[config.mk]
export PLATFORM = sky130hd
export DESIGN_NAME = regfile_write_arbiter
export DESIGN_NICKNAME = d
export VERILOG_FILES = /design/src/rtl/regfile_write_arbiter_pkg.sv /design/src/rtl/io_write_buffer.sv /design/src/rtl/regfile_write_arbiter.sv
export SDC_FILE = /design/constraint.sdc
export NUM_CORES = 1
export LEC_CHECK = 0
export BUFFER_PORTS_ARGS = -buffer_cell sky130_fd_sc_hd__buf_2
export CAP_MARGIN = 15
export CORE_ASPECT_RATIO = 1.2
export CORE_MARGIN = 2
export CORE_UTILIZATION = 50
export DETAILED_ROUTE_END_ITERATION = 12
export PLACE_DENSITY_LB_ADDON = 0.12
export SKIP_CTS_REPAIR_TIMING = 1
export SYNTH_ARGS = -nofsm -noshare
export SYNTH_HDL_FRONTEND = slang
export SYNTH_HIERARCHICAL = 1
export SYNTH_SLANG_ARGS = --single-unit
export TNS_END_PERCENT = 100
[constraint.sdc]
create_clock -name clk -period 1.8 [get_ports clk]
set_input_delay 0 -clock clk [delete_from_list [all_inputs] [get_ports clk]]
set_output_delay 0 -clock clk [all_outputs]
set_load 0.03 [all_outputs]
[src/rtl/regfile_write_arbiter_pkg.sv]
// Shared processor defines for the register-file write arbiter:
// arbiter state encoding, zero-register address and counter sizing.
package regfile_write_arbiter_pkg;

   // Arbiter states: buffer empty, buffer full and contending,
   // buffer full with the pipeline held.
   typedef enum logic [1:0] {
      ST_IDLE  = 2'd0,
      ST_WAIT  = 2'd1,
      ST_FORCE = 2'd2
   } arb_state_t;

   // Architectural zero register: writes to it are discarded.
   localparam int ZERO_REG = 0;

   // Wait counter width; it covers starvation limits up to 7.
   localparam int CNT_W = 3;

endpackage

[src/rtl/io_write_buffer.sv]
// Single-entry holding buffer for one IO register write (address + data).
module io_write_buffer #(
   parameter int DATA_W = 32,
   parameter int ADDR_W = 5
) (
   input  logic              clk,
   input  logic              clr,
   input  logic              ld,
   input  logic [ADDR_W-1:0] ld_addr,
   input  logic [DATA_W-1:0] ld_data,
   output logic [ADDR_W-1:0] addr,
   output logic [DATA_W-1:0] data
);

   // Capture the IO write when the arbiter accepts it.
   always_ff @(posedge clk or posedge clr) begin
      if (clr) begin
         // NOTE: the holding registers are cleared on reset so a discarded IO write leaves no stale data behind.
         addr <= '0;
         data <= '0;
      end else if (ld) begin
         // NOTE: non-blocking assignments make every flop sample pre-edge values, independent of block ordering.
         addr <= ld_addr;
         data <= ld_data;
      end
   end

endmodule

[src/rtl/regfile_write_arbiter.sv]
// Arbitrates register-file writes between the pipeline writeback and an
// IO peripheral. The pipeline normally wins; a buffered IO write that loses
// STARVE_LIMIT times in a row stalls the pipeline for one cycle to get in.
module regfile_write_arbiter
   import regfile_write_arbiter_pkg::*;
#(
   parameter int DATA_W       = 32,
   parameter int ADDR_W       = 5,
   parameter int STARVE_LIMIT = 3
) (
   input  logic              clk,
   input  logic              clr,
   input  logic              wb_we,
   input  logic [ADDR_W-1:0] wb_addr,
   input  logic [DATA_W-1:0] wb_data,
   input  logic              io_valid,
   input  logic [ADDR_W-1:0] io_addr,
   input  logic [DATA_W-1:0] io_data,
   output logic              io_ready,
   output logic              stall,
   output logic              rf_we,
   output logic [ADDR_W-1:0] rf_waddr,
   output logic [DATA_W-1:0] rf_wdata
);

   localparam logic [ADDR_W-1:0] ZERO_ADDR = ADDR_W'(ZERO_REG);
   localparam logic [CNT_W-1:0]  LIMIT     = CNT_W'(STARVE_LIMIT);

   arb_state_t        state;
   arb_state_t        state_nxt;
   logic [CNT_W-1:0]  wait_cnt;
   logic [ADDR_W-1:0] buf_addr;
   logic [DATA_W-1:0] buf_data;

   logic wb_live;
   logic accept;
   logic grant_wb;
   logic grant_io;
   logic io_lost;
   logic limit_hit;

   // Pipeline writes to the zero register never count as real writes.
   assign wb_live   = wb_we && (wb_addr != ZERO_ADDR);
   // The buffer only accepts when empty, so it cannot reload on its grant edge.
   assign accept    = (state == ST_IDLE) && io_valid;
   assign grant_wb  = wb_live && (state != ST_FORCE);
   assign grant_io  = (state == ST_FORCE) || ((state == ST_WAIT) && !wb_live);
   assign io_lost   = (state == ST_WAIT) && wb_live;
   assign limit_hit = io_lost && ((wait_cnt + CNT_W'(1)) == LIMIT);

   io_write_buffer #(
      .DATA_W (DATA_W),
      .ADDR_W (ADDR_W)
   ) u_buf (
      .clk     (clk),
      .clr     (clr),
      .ld      (accept),
      .ld_addr (io_addr),
      .ld_data (io_data),
      .addr    (buf_addr),
      .data    (buf_data)
   );

   // State register.
   always_ff @(posedge clk or posedge clr) begin
      if (clr) begin
         state <= ST_IDLE;
      end else begin
         state <= state_nxt;
      end
   end

   // Next-state logic: accept into WAIT, leave WAIT on grant or starvation.
   always_comb begin
      // NOTE: assigning a default before the case keeps this always_comb free of inferred latches.
      state_nxt = state;
      case (state)
         ST_IDLE: begin
            if (accept) begin
               state_nxt = ST_WAIT;
            end
         end
         ST_WAIT: begin
            if (!wb_live) begin
               state_nxt = ST_IDLE;
            end else if (limit_hit) begin
               state_nxt = ST_FORCE;
            end
         end
         ST_FORCE: begin
            state_nxt = ST_IDLE;
         end
         default: begin
            state_nxt = ST_IDLE;
         end
      endcase
   end

   // Handshake outputs decoded from registered state only.
   always_comb begin
      io_ready = (state == ST_IDLE);
      stall    = (state == ST_FORCE);
   end

   // Count consecutive arbitrations lost by the buffered IO write.
   always_ff @(posedge clk or posedge clr) begin
      if (clr) begin
         wait_cnt <= '0;
      end else if (accept) begin
         wait_cnt <= '0;
      end else if (io_lost) begin
         wait_cnt <= wait_cnt + CNT_W'(1);
      end
   end

   // Registered register-file write port: one-cycle enable per granted write,
   // address/data hold when nothing is written (including zero-register IO writes).
   always_ff @(posedge clk or posedge clr) begin
      if (clr) begin
         rf_we    <= 1'b0;
         rf_waddr <= '0;
         rf_wdata <= '0;
      end else begin
         rf_we <= 1'b0;
         if (grant_wb) begin
            rf_we    <= 1'b1;
            rf_waddr <= wb_addr;
            rf_wdata <= wb_data;
         end else if (grant_io && (buf_addr != ZERO_ADDR)) begin
            rf_we    <= 1'b1;
            rf_waddr <= buf_addr;
            rf_wdata <= buf_data;
         end
      end
   end

endmodule

## After elaboration in Yosys (flattened, before gate mapping)

Index checks and enable logic that the tools add are counted.

| storage, ports and cells | value |
|---|---|
| register bits after elaboration | 80 |
| memory bits (read-only) | 0 |
| word-level logic and storage cells | 41 |
| memories | 0 |
| output and inout bits | 40 |
| latch bits | 0 |
| RAM bits | 0 |
| input bits | 78 |

| cells by class | value |
|---|---|
| order comparisons | 0 |
| mux-type cells | 12 |
| shifts and indexed selects | 0 |
| divide/modulo/power cells | 0 |
| bitwise operators | 0 |
| equal/unequal tests | 6 |
| multiply operators | 0 |
| add/subtract/negate cells | 1 |
| reduce and logical (&&, ||, !) cells | 15 |

Operator list:

| cell | count |
|---|---|
| $mux 32 | 2 |
| $mux 5 | 2 |
| $reduce_bool 5->1 | 2 |
| $logic_and 1x1->1 | 7 |
| $mux 2 | 3 |
| $mux 3 | 2 |
| $pmux 2 s2 | 1 |
| $reduce_bool 2->1 | 2 |
| $add 3x1->3 const B | 1 |
| $eq 3x2->1 const B | 1 |
| $ne 3x3->1 const B | 1 |
| $eq 2x1->1 const B | 1 |
| $eq 2x2->1 const B | 1 |
| $logic_not 2->1 | 1 |
| $mux 1 | 2 |
| $ne 2x1->1 const B | 1 |
| $ne 2x2->1 const B | 1 |
| $reduce_and 2->1 | 1 |
| $logic_not 1->1 | 1 |
| $logic_or 1x1->1 | 1 |

## Depth between registers and ports, before layout

| depth | value |
|---|---|
| word-level depth | 8 |
| gate-level depth with buffers | 6 |
| mapped depth without buffers | 5 |

## Hierarchy

The synthesis kept the hierarchy.

Modules (own cells, without submodules):

| module | sequential area each (um^2) | cells an instance | area an instance (um^2) | instances |
|---|---|---|---|---|
| regfile_write_arbiter | 1,076.0 | 232 | 1,996.9 | 1 |
| io_write_buffer | 925.9 | 79 | 1,530.2 | 1 |

## Worst setup path before layout

No wires, ideal clock.

| timing | value |
|---|---|
| path kind | register to register |
| from | register state[1] |
| to | register u_buf.addr[0] |
| cell stages (with the launch flop) | 7 |
| arrival time | 1.746 ns |
| required time | 1.675 ns |
| library setup time | 0.125 ns |
| slack | -0.071 ns |
| cell sequence | dfrtp_1 -> nor2_1 -> nand2_1 -> inv_1 -> buf_6 -> buf_12 -> mux2_4 |

| on the way | value |
|---|---|
| longest elaborated chain between the ends | 2 |

RTL lines:

| what | line | source |
|---|---|---|
| from (decl) | regfile_write_arbiter.sv:29 | `arb_state_t state;` |
| from (signal assigned) | regfile_write_arbiter.sv:69 | `state <= state_nxt;` |
| $logic_not 2->1 | - |  |
| net io_ready | regfile_write_arbiter.sv:19 | `output logic io_ready,` |
| $logic_and 1x1->1 | regfile_write_arbiter.sv:45 | `assign accept = (state == ST_IDLE) && io_valid;` |
| net accept | regfile_write_arbiter.sv:36 | `logic accept;` |
| to (signal assigned) | io_write_buffer.sv:23 | `addr <= ld_addr;` |
| to (decl) | io_write_buffer.sv:11 | `output logic [ADDR_W-1:0] addr,` |

The timed path passes the listed nets, and every way through them passes these cells.
A chain may end at the register's enable or synchronous reset.

## Worst setup path in the final report

| timing | value |
|---|---|
| from | input port wb_addr[1] |
| to | register rf_wdata[30] |

| on the way | value |
|---|---|
| longest elaborated chain between the ends | 7 |
| elaborated cells between the ends (all ways) | 9 |

RTL lines:

| what | line | source |
|---|---|---|
| from (decl) | regfile_write_arbiter.sv:14 | `input logic [ADDR_W-1:0] wb_addr,` |
| $reduce_bool 5->1 * | regfile_write_arbiter.sv:43 | `assign wb_live = wb_we && (wb_addr != ZERO_ADDR);` |
| $logic_and 1x1->1 * | regfile_write_arbiter.sv:43 |  |
| $logic_not 1->1 | - |  |
| $logic_and 1x1->1 | regfile_write_arbiter.sv:47 | `assign grant_io = (state == ST_FORCE) \|\| ((state == ST_WAIT) && !wb_live);` |
| $logic_or 1x1->1 | regfile_write_arbiter.sv:47 |  |
| $logic_and 1x1->1 | regfile_write_arbiter.sv:129 | `end else if (grant_io && (buf_addr != ZERO_ADDR)) begin` |
| $reduce_bool 2->1 (no source line) | - |  |
| to (signal assigned) | regfile_write_arbiter.sv:128 | `rf_wdata <= wb_data;` |
| to (signal assigned) | regfile_write_arbiter.sv:132 | `rf_wdata <= buf_data;` |
| to (decl) | regfile_write_arbiter.sv:23 | `output logic [DATA_W-1:0] rf_wdata` |

Mark *: on every way between the ends. The rest lies on a longest branch, timed or not.

==> flow_summary_export.csv <==
group,metric,value,unit
place,dpl.hpwl,5290,microns
final_layout,finish.utilization,75.5,%
grt,overflow,0,
grt,grt_max_degree,76,
final_layout,instances_no_fill,598,
timing,worst_slew_pin_slew,614,ps
yosys,synth_compound_area_share,8.97,%
final_layout,fillers,474,
worst_setup_path,crit_type,"in -> reg",
timing,timing.final.ws_setup,-25.5,ps
route,drc_errors,0,
place,dp.cells,507,
final_layout,syn_to_final_growth,46.7,%
power_and_ir_drop,seq_power_share,38.8,%
yosys,synth_cell_types,27,
yosys,synth_xor_area_share,0.248,%
clocking,root_buffer,"clkbuf_8",
die,rows,33,
route,vias_per_cell,5.13,
clocking,cts_buffer_depth,2,
power_and_ir_drop,intPower,4.83,mW
worst_setup_path,crit_buf_inv,3,
place,place_area,4210,sq um
timing,max_clock_freq,548,MHz
power_and_ir_drop,p_sw_share,38.4,%
grt,grt_pass1_wl,12200,microns
timing,hold_slack,218,ps
yosys,synthesis.nets,391,
final_layout,fin_nets,587,
grt,antenna_found_initial,0,
yosys,synthSimpleGateAreaFrac,13.3,%
worst_setup_path,max_stage_delay,550,ps
die,ios,118,
outcome,violations,"negative setup slack",
clocking,clk_pin_slew_worst_paths,80,ps
yosys,synth_seq_cells,80,
yosys,synth_most_common_cell,"dfrtp_1",
run,cap_violations,0,
clocking,cts_tree,"yes",
die,die_w,80.7,microns
yosys,synth_area_leaders,"dfrtp_1 57%, mux2_4 13%, nand2_1 7.1%, a31oi_1 5.7%, nor2_1 4.2%",
timing,setup_tns,-25.5,ps
power_and_ir_drop,p_clk_share,17.4,%
power_and_ir_drop,p_sw,3.01,mW
hold_path,hold_path_end,"rf_we",
final_layout,drive_gt1_share,36.6,%
timing,finalClockSkew,12.1,ps
yosys,yosysWarnings,6,
route,wire_per_inst,15.7,microns
hold_path,hp-start,"wb_we",
worst_setup_path,critPathSlowestCell,"dlygate4sd3_1",
timing,slew_headroom,59.0,%
yosys,synth_area,3530,sq um
worst_setup_path,r2r-end,"rf_wdata[17]",
timing,drv_slew,0,
final_layout,antenna_cells,0,
worst_setup_path,worstPathArrival,2080,ps
die,die-height,96.0,microns
clocking,cts_max_level,3,
worst_setup_path,reg2reg_slack,160,ps
clocking,cts_inserted_buffers,9,
outcome,status,"finished, violations left",
power_and_ir_drop,fin_total_pwr,7.84,mW
yosys,synthTopCellsByCount,"80 x dfrtp_1, 67 x nand2_1, 39 x nor2_1, 32 x a31oi_1, 30 x mux2_4",
yosys,yosysTopAreaCellShare,56.8,%
clocking,clock-sinks,80,
worst_setup_path,required,2050,ps
power_and_ir_drop,combPwrFrac,43.8,%
place,preCtsSetupSlack,152,ps
place,io_buffers,117,
die,dieArea,7740,sq um
worst_setup_path,crit_path_end_kind,"register",
worst_setup_path,path_cells,"dlygate4sd3_1, buf_2, or4_4, o211ai_4, buf_12, nor2_1, a31oi_1",
grt,track_usage,20.9,%
worst_setup_path,reg2reg_from,"state[1]",
yosys,avgSynthCellArea,11.3,sq um
route,postRouteAntennaNets,0,
yosys,synth_adder_area_share,0.709,%
timing,period_needed,1830,ps
power_and_ir_drop,powerDensity,1520,nW/um^2
worst_setup_path,start_kind,"input port",
route,drt_iter0_drc,98,
hold_path,min_path_type,"in -> reg",
hold_path,hold_depth,4,
yosys,ys_seq_area_share,56.8,%
yosys,synthCells,311,
worst_setup_path,path_delay_family,"buffers and inverters",
timing,finalSetupViolCount,1,
yosys,ys_async_sr_fraction,100,%
yosys,synth_top_area_cell,"dfrtp_1",
final_layout,design_area,5170,sq um
yosys,synth_edf_count,0,
yosys,synth_top_family_by_area,"multiplexers",
die,start_util,51.5,%
route,first_pass_iters,4,
route,wl,9380,microns
timing,hold_viol,0,
yosys,synth_mux_area_share,15.0,%
power_and_ir_drop,ir_worst_vdd,0.824,mV
die,design.core.area,6850,sq um
yosys,synthFlopType,"dfrtp_1",
worst_setup_path,worstRegToRegCells,5,
grt,grt_pass1_vias,2535,
worst_setup_path,crit_path_max_fanout,75,
clocking,insertion_delay,340,ps
timing,period_share,101,%
route,routed-via-count,3069,
power_and_ir_drop,p_leak,2.51,nW
place,gp_congestion,0.802,
-- cells in the final DEF (no fill, tap or decap), types with 7 or more instances in the layout --
cell           netlist  routed
buf_2               11     117
dfrtp_1             80      80
dlygate4sd3_1        0      76
nand2_1             67      67
nor2_1              39      38
a31oi_1             32      32
mux2_4              30      30
clkbuf_8             0      12
buf_4                2       8
mux2_2               7       7
-- layout make-up --
cell class                      count  area (sq um)  area share [%]
Sequential cell                    80          2000            38.7
Tap cell                           87           109            2.10
Inverter                            5          18.8           0.363
Clock inverter                      2          37.5           0.725
Clock buffer                       13           169            3.26
Multi-Input combinational cell    207          1370            26.5
Timing Repair Buffer              204          1470            28.3
-- power by group through the flow --
stage	Clock [mW]	Sequential, mW	Combinational (mW)
after floorplan	0	3.61	1.81
after global placement	0	3.03	3.22
after detailed placement	0	3.05	3.28
after CTS	1.39	3.03	3.28
after global routing	1.48	3.14	3.70
final	1.36	3.05	3.43
-- worst register-to-register path, cell delays in order, from the launching register on --
cell	delay, ps
dfrtp_1	420
xor2_1	400
o21a_1	210
buf_4	240
nand2_1	90
a31oi_1	190
-- flip-flops by register name, summed over array words and instances, names as in the netlist --
signal      flops
rf_wdata       32
u_buf/data     32
rf_waddr        5
u_buf/addr      5
wait_cnt        3
state           2
rf_we           1
-- worst max path at each step --
stage	startpoint	to	slack (ps)	depth (start not counted)
after floorplan	state[1]	u_buf/addr[0]	110	6
after global placement	state[1]	rf_wdata[8]	260	5
after detailed placement	state[1]	rf_wdata[19]	150	5
after CTS	state[1]	rf_wdata[17]	140	5
after global routing	wb_addr[1]	rf_wdata[30]	-90	7
final	wb_addr[1]	rf_wdata[30]	-30	7
-- layer usage --
metal / vias up / GRT usage [%] / wire, microns / share of wire, %
li1: 1447 / - / - / -
met1: 1496 / 27.3 / 3770 / 40
met2: 106 / 32.6 / 4910 / 52
met3: 20 / 4.32 / 484 / 5.2
met4: 0 / 11.3 / 217 / 2.3
met5: - / 0 / 0 / 0
-- cells by family (layout without fill, tap and decap cells) --
logic type	Yosys count	count (layout)
AO/OA/AOI/OAI	50	50
multiplexers	37	37
flip-flops	80	80
buffers and inverters	24	224
XOR/XNOR	1	1
adder cells (fa/ha/maj)	2	2
AND/OR/NAND/NOR	117	117
Note: power is estimated with default switching activity, not from simulation.
